===== src/rtl/pmod_cls_stand_spi_responder_pkg.sv =====
// Shared types and constants for the PMOD CLS display responder: ASCII codes,
// frame-buffer line type, parser state and escape-parameter helpers.
package pmod_cls_stand_spi_solo_pkg;

    localparam logic [7:0] C_ASCII_ESC      = 8'h1B;
    localparam logic [7:0] C_ASCII_LBRACKET = 8'h5B;
    localparam logic [7:0] C_ASCII_ZERO     = 8'h30;
    localparam logic [7:0] C_ASCII_NINE     = 8'h39;
    localparam logic [7:0] C_ASCII_SEMI     = 8'h3B;
    localparam logic [7:0] C_ASCII_J        = 8'h6A;
    localparam logic [7:0] C_ASCII_H        = 8'h48;
    localparam logic [7:0] C_ASCII_BLANK    = 8'h20;
    localparam logic [7:0] C_ASCII_TILDE    = 8'h7E;

    // Element 15 is column 0 so the packed vector has column 0 in [127:120].
    typedef logic [15:0][7:0] t_pmod_cls_ascii_line_16;

    typedef enum logic [1:0] {
        ST_TEXT = 2'd0,
        ST_ESC  = 2'd1,
        ST_CSI  = 2'd2
    } t_cls_rsp_state;

    typedef logic [7:0] t_cls_rsp_param;

    function automatic t_cls_rsp_param param_accum(input t_cls_rsp_param p,
                                                   input logic [3:0]     digit,
                                                   input t_cls_rsp_param pmax);
        logic [11:0] acc;
        acc = ({4'd0, p} * 12'd10) + {8'd0, digit};
        if (acc > {4'd0, pmax}) begin
            return pmax;
        end else begin
            return acc[7:0];
        end
    endfunction

    function automatic logic [3:0] col_slot(input logic [4:0] col);
        return 4'(5'd15 - col);
    endfunction

endpackage


===== src/rtl/pmod_cls_stand_spi_responder_if.sv =====
// SPI Mode 0 pin bundle between the CLS driver's SPI master and the responder.
interface pmod_cls_stand_spi_responder_if;
    logic i_sck;
    logic i_cs_n;
    logic i_mosi;

    modport master (output i_sck, output i_cs_n, output i_mosi);
    modport slave  (input  i_sck, input  i_cs_n, input  i_mosi);
endinterface


===== src/rtl/pmod_cls_spi_slave_rx.sv =====
// SPI Mode 0 byte receiver: synchronizes the pins, shifts MOSI on SCK rising
// edges while selected, strobes whole bytes and flags partial ones.
module pmod_cls_spi_slave_rx #(
    parameter int parm_sync_stages = 2
) (
    input  logic       i_ext_spi_clk_x,
    input  logic       i_arst_n,
    input  logic       i_sck,
    input  logic       i_cs_n,
    input  logic       i_mosi,
    output logic       o_byte_valid,
    output logic [7:0] o_byte_data,
    output logic       o_partial_error
);

    logic [parm_sync_stages-1:0] sck_sync_r;
    logic [parm_sync_stages-1:0] cs_sync_r;
    logic [parm_sync_stages-1:0] mosi_sync_r;
    logic       sck_prev_r;
    logic       cs_prev_r;
    logic [2:0] bit_cnt_r;
    logic [7:0] shift_r;
    logic [7:0] byte_data_r;
    logic       byte_valid_r;
    logic       part_err_r;

    logic sck_s;
    logic cs_s;
    logic mosi_s;
    logic sck_rise_s;
    logic cs_rise_s;

    assign sck_s  = sck_sync_r[parm_sync_stages-1];
    assign cs_s   = cs_sync_r[parm_sync_stages-1];
    assign mosi_s = mosi_sync_r[parm_sync_stages-1];

    // An edge still counts in the cycle cs_n rises, so a byte finished together with deselect is kept.
    assign sck_rise_s = sck_s & ~sck_prev_r & ~(cs_s & cs_prev_r);
    assign cs_rise_s  = cs_s & ~cs_prev_r;

    // Pin synchronizer chains.
    always_ff @(posedge i_ext_spi_clk_x or negedge i_arst_n) begin
        if (!i_arst_n) begin
            sck_sync_r  <= '0;
            cs_sync_r   <= '0;
            mosi_sync_r <= '0;
        end else begin
            sck_sync_r  <= {sck_sync_r[parm_sync_stages-2:0], i_sck};
            cs_sync_r   <= {cs_sync_r[parm_sync_stages-2:0], i_cs_n};
            mosi_sync_r <= {mosi_sync_r[parm_sync_stages-2:0], i_mosi};
        end
    end

    // Edge history, bit counter, shift register and byte/error strobes.
    always_ff @(posedge i_ext_spi_clk_x or negedge i_arst_n) begin
        if (!i_arst_n) begin
            sck_prev_r   <= 1'b0;
            cs_prev_r    <= 1'b0;
            bit_cnt_r    <= 3'd0;
            shift_r      <= 8'h00;
            byte_data_r  <= 8'h00;
            byte_valid_r <= 1'b0;
            part_err_r   <= 1'b0;
        end else begin
            sck_prev_r   <= sck_s;
            cs_prev_r    <= cs_s;
            byte_valid_r <= 1'b0;
            part_err_r   <= 1'b0;
            if (sck_rise_s) begin
                shift_r <= {shift_r[6:0], mosi_s};
                if (bit_cnt_r == 3'd7) begin
                    byte_data_r  <= {shift_r[6:0], mosi_s};
                    byte_valid_r <= 1'b1;
                    bit_cnt_r    <= 3'd0;
                end else if (cs_rise_s) begin
                    part_err_r <= 1'b1;
                    bit_cnt_r  <= 3'd0;
                end else begin
                    bit_cnt_r <= bit_cnt_r + 3'd1;
                end
            end else if (cs_rise_s && (bit_cnt_r != 3'd0)) begin
                part_err_r <= 1'b1;
                bit_cnt_r  <= 3'd0;
            end
        end
    end

    assign o_byte_valid    = byte_valid_r;
    assign o_byte_data     = byte_data_r;
    assign o_partial_error = part_err_r;

endmodule


===== src/rtl/pmod_cls_stand_spi_responder.sv =====
// PMOD CLS device model: receives SPI bytes, parses the CLS escape subset and
// keeps a 2x16 character frame buffer with cursor and event pulses.
module pmod_cls_stand_spi_responder
    import pmod_cls_stand_spi_solo_pkg::*;
#(
    parameter int         parm_sync_stages = 2,
    parameter logic [7:0] parm_blank_char  = 8'h20,
    parameter int         parm_param_max   = 99
) (
    input  logic                          i_ext_spi_clk_x,
    input  logic                          i_arst_n,
    pmod_cls_stand_spi_responder_if.slave spi,
    output logic                          o_byte_valid,
    output logic [7:0]                    o_byte_data,
    output logic [127:0]                  o_dat_ascii_line1,
    output logic [127:0]                  o_dat_ascii_line2,
    output logic                          o_cursor_row,
    output logic [4:0]                    o_cursor_col,
    output logic                          o_evt_clear,
    output logic                          o_evt_cursor,
    output logic                          o_evt_char,
    output logic                          o_evt_error
);

    localparam t_cls_rsp_param          C_PARAM_MAX  = t_cls_rsp_param'(parm_param_max);
    localparam t_pmod_cls_ascii_line_16 C_BLANK_LINE = {16{parm_blank_char}};

    logic       byte_valid_s;
    logic [7:0] byte_s;
    logic       rx_err_s;

    t_cls_rsp_state          state_r,  state_nxt_s;
    t_pmod_cls_ascii_line_16 line1_r,  line1_nxt_s;
    t_pmod_cls_ascii_line_16 line2_r,  line2_nxt_s;
    logic                    row_r,    row_nxt_s;
    logic [4:0]              col_r,    col_nxt_s;
    t_cls_rsp_param          p0_r,     p0_nxt_s;
    t_cls_rsp_param          p1_r,     p1_nxt_s;
    logic                    pidx_r,   pidx_nxt_s;
    logic evt_clear_r,  evt_clear_nxt_s;
    logic evt_cursor_r, evt_cursor_nxt_s;
    logic evt_char_r,   evt_char_nxt_s;
    logic evt_error_r,  evt_error_nxt_s;

    pmod_cls_spi_slave_rx #(
        .parm_sync_stages (parm_sync_stages)
    ) u_rx (
        .i_ext_spi_clk_x (i_ext_spi_clk_x),
        .i_arst_n        (i_arst_n),
        .i_sck           (spi.i_sck),
        .i_cs_n          (spi.i_cs_n),
        .i_mosi          (spi.i_mosi),
        .o_byte_valid    (byte_valid_s),
        .o_byte_data     (byte_s),
        .o_partial_error (rx_err_s)
    );

    // Parser next state, frame-buffer/cursor updates and event decode.
    always_comb begin
        state_nxt_s      = state_r;
        line1_nxt_s      = line1_r;
        line2_nxt_s      = line2_r;
        row_nxt_s        = row_r;
        col_nxt_s        = col_r;
        p0_nxt_s         = p0_r;
        p1_nxt_s         = p1_r;
        pidx_nxt_s       = pidx_r;
        evt_clear_nxt_s  = 1'b0;
        evt_cursor_nxt_s = 1'b0;
        evt_char_nxt_s   = 1'b0;
        evt_error_nxt_s  = 1'b0;
        if (byte_valid_s) begin
            case (state_r)
                ST_TEXT: begin
                    if (byte_s == C_ASCII_ESC) begin
                        state_nxt_s = ST_ESC;
                    end else if ((byte_s >= C_ASCII_BLANK) && (byte_s <= C_ASCII_TILDE)) begin
                        if (col_r < 5'd16) begin
                            if (row_r) begin
                                line2_nxt_s[col_slot(col_r)] = byte_s;
                            end else begin
                                line1_nxt_s[col_slot(col_r)] = byte_s;
                            end
                            col_nxt_s      = col_r + 5'd1;
                            evt_char_nxt_s = 1'b1;
                        end else begin
                            evt_error_nxt_s = 1'b1;
                        end
                    end else begin
                        state_nxt_s = ST_TEXT;
                    end
                end
                ST_ESC: begin
                    if (byte_s == C_ASCII_LBRACKET) begin
                        state_nxt_s = ST_CSI;
                        p0_nxt_s    = 8'd0;
                        p1_nxt_s    = 8'd0;
                        pidx_nxt_s  = 1'b0;
                    end else if (byte_s == C_ASCII_ESC) begin
                        state_nxt_s = ST_ESC;
                    end else begin
                        evt_error_nxt_s = 1'b1;
                        state_nxt_s     = ST_TEXT;
                    end
                end
                ST_CSI: begin
                    if ((byte_s >= C_ASCII_ZERO) && (byte_s <= C_ASCII_NINE)) begin
                        if (pidx_r) begin
                            p1_nxt_s = param_accum(p1_r, byte_s[3:0], C_PARAM_MAX);
                        end else begin
                            p0_nxt_s = param_accum(p0_r, byte_s[3:0], C_PARAM_MAX);
                        end
                    end else if (byte_s == C_ASCII_SEMI) begin
                        if (!pidx_r) begin
                            pidx_nxt_s = 1'b1;
                        end else begin
                            evt_error_nxt_s = 1'b1;
                            state_nxt_s     = ST_TEXT;
                        end
                    end else if (byte_s == C_ASCII_ESC) begin
                        state_nxt_s = ST_ESC;
                    end else if (byte_s == C_ASCII_J) begin
                        if (p0_r == 8'd0) begin
                            line1_nxt_s     = C_BLANK_LINE;
                            line2_nxt_s     = C_BLANK_LINE;
                            row_nxt_s       = 1'b0;
                            col_nxt_s       = 5'd0;
                            evt_clear_nxt_s = 1'b1;
                        end else begin
                            evt_error_nxt_s = 1'b1;
                        end
                        state_nxt_s = ST_TEXT;
                    end else if (byte_s == C_ASCII_H) begin
                        row_nxt_s        = (p0_r != 8'd0);
                        col_nxt_s        = (p1_r > 8'd15) ? 5'd15 : p1_r[4:0];
                        evt_cursor_nxt_s = 1'b1;
                        state_nxt_s      = ST_TEXT;
                    end else begin
                        evt_error_nxt_s = 1'b1;
                        state_nxt_s     = ST_TEXT;
                    end
                end
                default: begin
                    state_nxt_s = ST_TEXT;
                end
            endcase
        end else begin
            state_nxt_s = state_r;
        end
    end

    // Parser state, frame buffer, cursor and registered event outputs.
    always_ff @(posedge i_ext_spi_clk_x or negedge i_arst_n) begin
        if (!i_arst_n) begin
            state_r      <= ST_TEXT;
            line1_r      <= C_BLANK_LINE;
            line2_r      <= C_BLANK_LINE;
            row_r        <= 1'b0;
            col_r        <= 5'd0;
            p0_r         <= 8'd0;
            p1_r         <= 8'd0;
            pidx_r       <= 1'b0;
            evt_clear_r  <= 1'b0;
            evt_cursor_r <= 1'b0;
            evt_char_r   <= 1'b0;
            evt_error_r  <= 1'b0;
        end else begin
            state_r      <= state_nxt_s;
            line1_r      <= line1_nxt_s;
            line2_r      <= line2_nxt_s;
            row_r        <= row_nxt_s;
            col_r        <= col_nxt_s;
            p0_r         <= p0_nxt_s;
            p1_r         <= p1_nxt_s;
            pidx_r       <= pidx_nxt_s;
            evt_clear_r  <= evt_clear_nxt_s;
            evt_cursor_r <= evt_cursor_nxt_s;
            evt_char_r   <= evt_char_nxt_s;
            evt_error_r  <= evt_error_nxt_s | rx_err_s;
        end
    end

    assign o_byte_valid      = byte_valid_s;
    assign o_byte_data       = byte_s;
    assign o_dat_ascii_line1 = line1_r;
    assign o_dat_ascii_line2 = line2_r;
    assign o_cursor_row      = row_r;
    assign o_cursor_col      = col_r;
    assign o_evt_clear       = evt_clear_r;
    assign o_evt_cursor      = evt_cursor_r;
    assign o_evt_char        = evt_char_r;
    assign o_evt_error       = evt_error_r;

endmodule

===== src/flat_wrapper.sv =====
// flat-port wrapper written by rule: the top's interface ports become plain ports
module pmod_cls_stand_spi_responder_flat import pmod_cls_stand_spi_solo_pkg::*;
#(
    parameter int         parm_sync_stages = 2,
    parameter logic [7:0] parm_blank_char  = 8'h20,
    parameter int         parm_param_max   = 99
)
  (i_ext_spi_clk_x, i_arst_n, o_byte_valid, o_byte_data, o_dat_ascii_line1, o_dat_ascii_line2, o_cursor_row, o_cursor_col, o_evt_clear, o_evt_cursor, o_evt_char, o_evt_error, spi_i_sck, spi_i_cs_n, spi_i_mosi);
  pmod_cls_stand_spi_responder_if spi_i ();
  input  logic i_ext_spi_clk_x;
  input  logic i_arst_n;
  output logic o_byte_valid;
  output logic [7:0] o_byte_data;
  output logic [127:0] o_dat_ascii_line1;
  output logic [127:0] o_dat_ascii_line2;
  output logic o_cursor_row;
  output logic [4:0] o_cursor_col;
  output logic o_evt_clear;
  output logic o_evt_cursor;
  output logic o_evt_char;
  output logic o_evt_error;
  input wire logic [$bits(spi_i.i_sck)-1:0] spi_i_sck;
  input wire logic [$bits(spi_i.i_cs_n)-1:0] spi_i_cs_n;
  input wire logic [$bits(spi_i.i_mosi)-1:0] spi_i_mosi;
  assign spi_i.i_sck = spi_i_sck;
  assign spi_i.i_cs_n = spi_i_cs_n;
  assign spi_i.i_mosi = spi_i_mosi;
  pmod_cls_stand_spi_responder #(.parm_sync_stages(parm_sync_stages), .parm_blank_char(parm_blank_char), .parm_param_max(parm_param_max)) u_core (.i_ext_spi_clk_x(i_ext_spi_clk_x), .i_arst_n(i_arst_n), .spi(spi_i), .o_byte_valid(o_byte_valid), .o_byte_data(o_byte_data), .o_dat_ascii_line1(o_dat_ascii_line1), .o_dat_ascii_line2(o_dat_ascii_line2), .o_cursor_row(o_cursor_row), .o_cursor_col(o_cursor_col), .o_evt_clear(o_evt_clear), .o_evt_cursor(o_evt_cursor), .o_evt_char(o_evt_char), .o_evt_error(o_evt_error));
endmodule

===== config.mk =====
export PLATFORM = sky130hd
export DESIGN_NAME = pmod_cls_stand_spi_responder_flat
export DESIGN_NICKNAME = d
export VERILOG_FILES = /design/src/rtl/pmod_cls_stand_spi_responder_pkg.sv /design/src/rtl/pmod_cls_stand_spi_responder_if.sv /design/src/rtl/pmod_cls_spi_slave_rx.sv /design/src/rtl/pmod_cls_stand_spi_responder.sv /design/src/flat_wrapper.sv
export SDC_FILE = /design/constraint.sdc
export NUM_CORES = 1
export LEC_CHECK = 0
export CAP_MARGIN = 20
export CORE_MARGIN = 2
export CORE_UTILIZATION = 55
export CTS_CLUSTER_SIZE = 8
export DETAILED_ROUTE_END_ITERATION = 7
export GPL_ROUTABILITY_DRIVEN = 1
export PLACE_DENSITY_LB_ADDON = 0.12
export SLEW_MARGIN = 20
export SYNTH_ARGS = -nofsm -noshare
export SYNTH_HDL_FRONTEND = slang
export SYNTH_SLANG_ARGS = --single-unit
export TNS_END_PERCENT = 30

===== constraint.sdc =====
create_clock -name i_ext_spi_clk_x -period 5.1 [get_ports i_ext_spi_clk_x]
set_input_delay 1.02 -clock i_ext_spi_clk_x [delete_from_list [all_inputs] [get_ports i_ext_spi_clk_x]]
set_output_delay 1.02 -clock i_ext_spi_clk_x [all_outputs]
set_load 0.01 [all_outputs]

==> results.yml <==
setup_path:
  rrSetupSlack_ns: 1.70
  crit_fanout: 7
  reg2reg_depth: 10
  crit_chain: "ha_1, ha_1, fa_1, a211oi_2, nor2_4, xnor3_1, o2bb2ai_1, nand4_1, a2111o_2, o221a_1"
  setup.worst_path.class: "register to register"
  crit_path_frequent_cell: "ha_1"
  worstSetupStartpointType: "register"
  worstPathArrival_ns: 3.81
  worstPathRequired_ns: 5.51
  r2r_start: "u_core.p0_r[1]"
  cp-end-kind: "register"
  crit_slowest_cell: "a2111o_2"
  r2r_end: "u_core.p0_r[1]"
  slowest_delay_ns: 0.53
clocking:
  postCtsSetupRepairBufs: 0
  clock_sinks: 313
  cts_hold_buf: 0
  clk_latency_ns: 0.54
  clock_path_buffers: 3
  cts-resized-gates: 0
  cts.reportedPaths.clkPinSlew_ns: 0.05
  cts_buffers: 45
  cts_tree: "built"
  root_buffer: "clkbuf_16"
  h-tree-depth: 2
drt:
  drt_pass1_iterations: 5
  drc_errors: 0
  drt_iter0_drc: 863
  via_per_inst: 6.02
  vias: 10200
  routed_wl_um: 38000
  ant_nets: 0
  avgRoutedWirePerCell_um: 22.4
synth:
  synth-seq-cells: 313
  yosysSeqAreaShare_pct: 60.0
  yosys.cell_types.count: 65
  synth_nets: 1103
  synth_edf_count: 0
  synth_area_um2: 13100
  yosysWarnings: 0
  syn_avg_cell_area_um2: 12.4
  ys.flop_type: "dfrtp_1"
  netlist_instances: 1057
  async_flop_share_pct: 100
floorplan:
  initial_utilization_pct: 55.9
  design.core.area_um2: 23500
  rows: 56
  dieArea_um2: 25100
  die_width_um: 158
  die_h_um: 158
  ioPinCount: 280
hold_path:
  hold_path.startpoint: "u_core.u_rx.sck_sync_r[0]"
  holdPathStages: 0
  hold_path.class: "register to register"
  whs_endpoint: "u_core.u_rx.sck_sync_r[1]"
power:
  power.clock.fraction_pct: 50.2
  pwr-share-comb_pct: 2.8
  ir_worst_vdd_mv: 0.324
  powerDensity_nw_per_um2: 309
  swShare_pct: 21.8
  seqPwrFrac_pct: 47.0
  internal-power_uw: 4250
  p_leak_uw: 0.00754
  switchingPower_uw: 1180
sta:
  slew_violations: 0
  grt_setup_unrepaired: "no"
  finalClockSkew_ns: 0.0236
  holdWs_ns: 0.345
  fmaxAchievable_ghz: 0.294
  finalCriticalPeriod_ns: 3.40
  final_hold_viol_count: 0
  fin_setup_tns_ns: 0
  min_period_over_period_pct: 66.7
  tightest_slew_ns: 1.06
  slew_headroom_pct: 29.2
  setup_viol: 0
final_layout:
  multi_input_area_um2: 4910
  regArea_um2: 7870
  drive_gt1_share_pct: 8.93
  n_antenna_cell: 0
  post-route-util_pct: 74.9
  layout.nets: 1395
  area_growth_pct: 34.0
  n_fill_cell: 1554
global_route:
  grt_pass1_wl_um: 58600
  grt-ovfl-total: 0
  grt_antenna_before_repair: 0
  grt_pass1_vias: 10200
  grt_use_total_pct: 30.4
  grt_max_degree: 134
place:
  gp_congestion: 0.861
  dp_hpwl_um: 24600
  io_buffers: 279
status:
  status: "complete, no violations"
run:
  max_cap_violations: 0
[sequential cells by signal (all words and copies together), names as in the netlist, 3 cells and up]
name,cells
u_core.p0_r,8
u_core.u_rx.shift_r,7
u_core.u_rx.bit_cnt_r,3
u_core.o_dat_ascii_line2,128
u_core.o_cursor_col,5
u_core.p1_r,8
u_core.o_dat_ascii_line1,128
u_core.u_rx.o_byte_data,8
[cell families after synthesis]
group | synth area share [%]
AOI/OAI and AO/OA | 21.6
DFF | 60.0
and+or+nand+nor | 9.09
buffers and inverters | 2.68
adders and majority gates | 4.14
xor gates and xnor gates | 1.31
muxes | 1.19
[cell type report]
class	instances	area share, %
sequential	313	44.8
multi-input combinational	653	27.9
inverter	47	1.00
clock buffer	73	7.13
clock inverter	3	0.270
tap	319	2.27
timing repair buffer	289	16.6
[power by group through the flow]
stage          clock [µW]  combinational, µW  sequential (µW)
3_3_place_gp            0                149             2590
3_5_place_dp            0                154             2590
2_1_floorplan           0               67.2             2590
4_1_cts              2760                154             2550
5_1_grt              2870                174             2560
6_report             2720                152             2550
[critical path: cells and delay by family (launching register included)]
| family | cells | cell delay (ns) |
|---|---|---|
| flops | 1 | 0.44 |
| simple gates | 2 | 0.19 |
| xor+xnor | 1 | 0.33 |
| fa+ha+maj | 3 | 1.02 |
| compound gates | 4 | 1.30 |
[worst max-delay path by stage]
stage / start / to / slack, ns / depth (start not counted)
after global placement: u_core.p0_r[1] / u_core.p0_r[1] / 1.76 / 10
after CTS: u_core.p0_r[1] / u_core.p0_r[1] / 1.70 / 10
after global routing: u_core.p1_r[1] / u_core.p1_r[1] / 1.52 / 10
after floorplan: u_core.p0_r[1] / u_core.p0_r[0] / 1.92 / 10
final: u_core.p0_r[1] / u_core.p0_r[1] / 1.70 / 10
after detailed placement: u_core.p0_r[1] / u_core.p0_r[0] / 1.69 / 10
[synthesized netlist by cell type (6+ instances only)]
| cell | number | area [µm²] |
|---|---|---|
| buf_2 | 8 | 40.0 |
| and3_1 | 9 | 56.3 |
| mux2_2 | 13 | 146 |
| nand4_1 | 7 | 43.8 |
| a21o_1 | 7 | 52.6 |
| ha_1 | 37 | 463 |
| dfstp_2 | 32 | 841 |
| nand2_1 | 69 | 259 |
| a31oi_1 | 6 | 37.5 |
| o21ai_0 | 23 | 115 |
| nand2b_1 | 9 | 56.3 |
| xnor2_1 | 8 | 70.1 |
| o2bb2ai_1 | 193 | 1690 |
| nor3_1 | 11 | 55.1 |
| nor4_1 | 8 | 50.1 |
| and2_1 | 51 | 319 |
| dfrtp_1 | 281 | 7030 |
| inv_1 | 47 | 176 |
| o21ai_1 | 32 | 160 |
| xor2_1 | 9 | 78.8 |
| a21oi_1 | 27 | 135 |
| clkbuf_1 | 36 | 135 |
| nor2_1 | 22 | 82.6 |
| a2bb2oi_1 | 33 | 289 |
[cells in the final DEF, fill, tap and decap left out, types with 4 or more instances in the layout]
cell type        synthesis  routed
clkdlybuf4s50_1          0     278
nor3_1                  11      11
buf_4                    0       7
nor2_1                  22      21
nand2_1                 69      64
nor2b_1                  5       4
o21ai_1                 32      32
nor3b_1                  4       4
inv_1                   47      47
a31oi_1                  6       6
clkbuf_1                36      27
o221a_1                  4       4
ha_1                    37      37
nand2b_1                 9       9
mux2_2                  13      13
and2_1                  51      51
dfrtp_1                281     281
a21o_1                   7       7
nor4_1                   8       8
o21ai_0                 23      23
o2bb2ai_1              193     193
and3_1                   9       9
nand4_1                  7       7
nand3_1                  5       5
fa_1                     4       4
clkbuf_16                0      46
xor2_1                   9       9
a2bb2oi_1               33      33
dfstp_2                 32      32
a21oi_1                 27      27
xnor2_1                  8       8
a22o_1                   4       4
nand2_2                  0       5
[per-layer routing]
layer  GRT usage, %  part of all wire, %  wire [µm]
met5              0                    0          0
met4           10.6                  3.2       1230
met3           7.46                  9.1       3450
met2           47.3                   46      17300
met1           42.1                   42      15900
[stage by stage]
stage / area (µm²) / instances / total power [µW] / worst slack (ns)
floorplan: 13100 / 1057 / 2650 / 1.92
global placement: 16300 / 1620 / 2740 / 1.76
detailed placement: 16300 / 1620 / 2750 / 1.69
CTS: 17600 / 1696 / 5470 / 1.70
global route: 17600 / 1697 / 5600 / 1.52
finish: 17600 / 1697 / 5430 / 1.70
No activity file was read; power rests on OpenSTA's default activity.
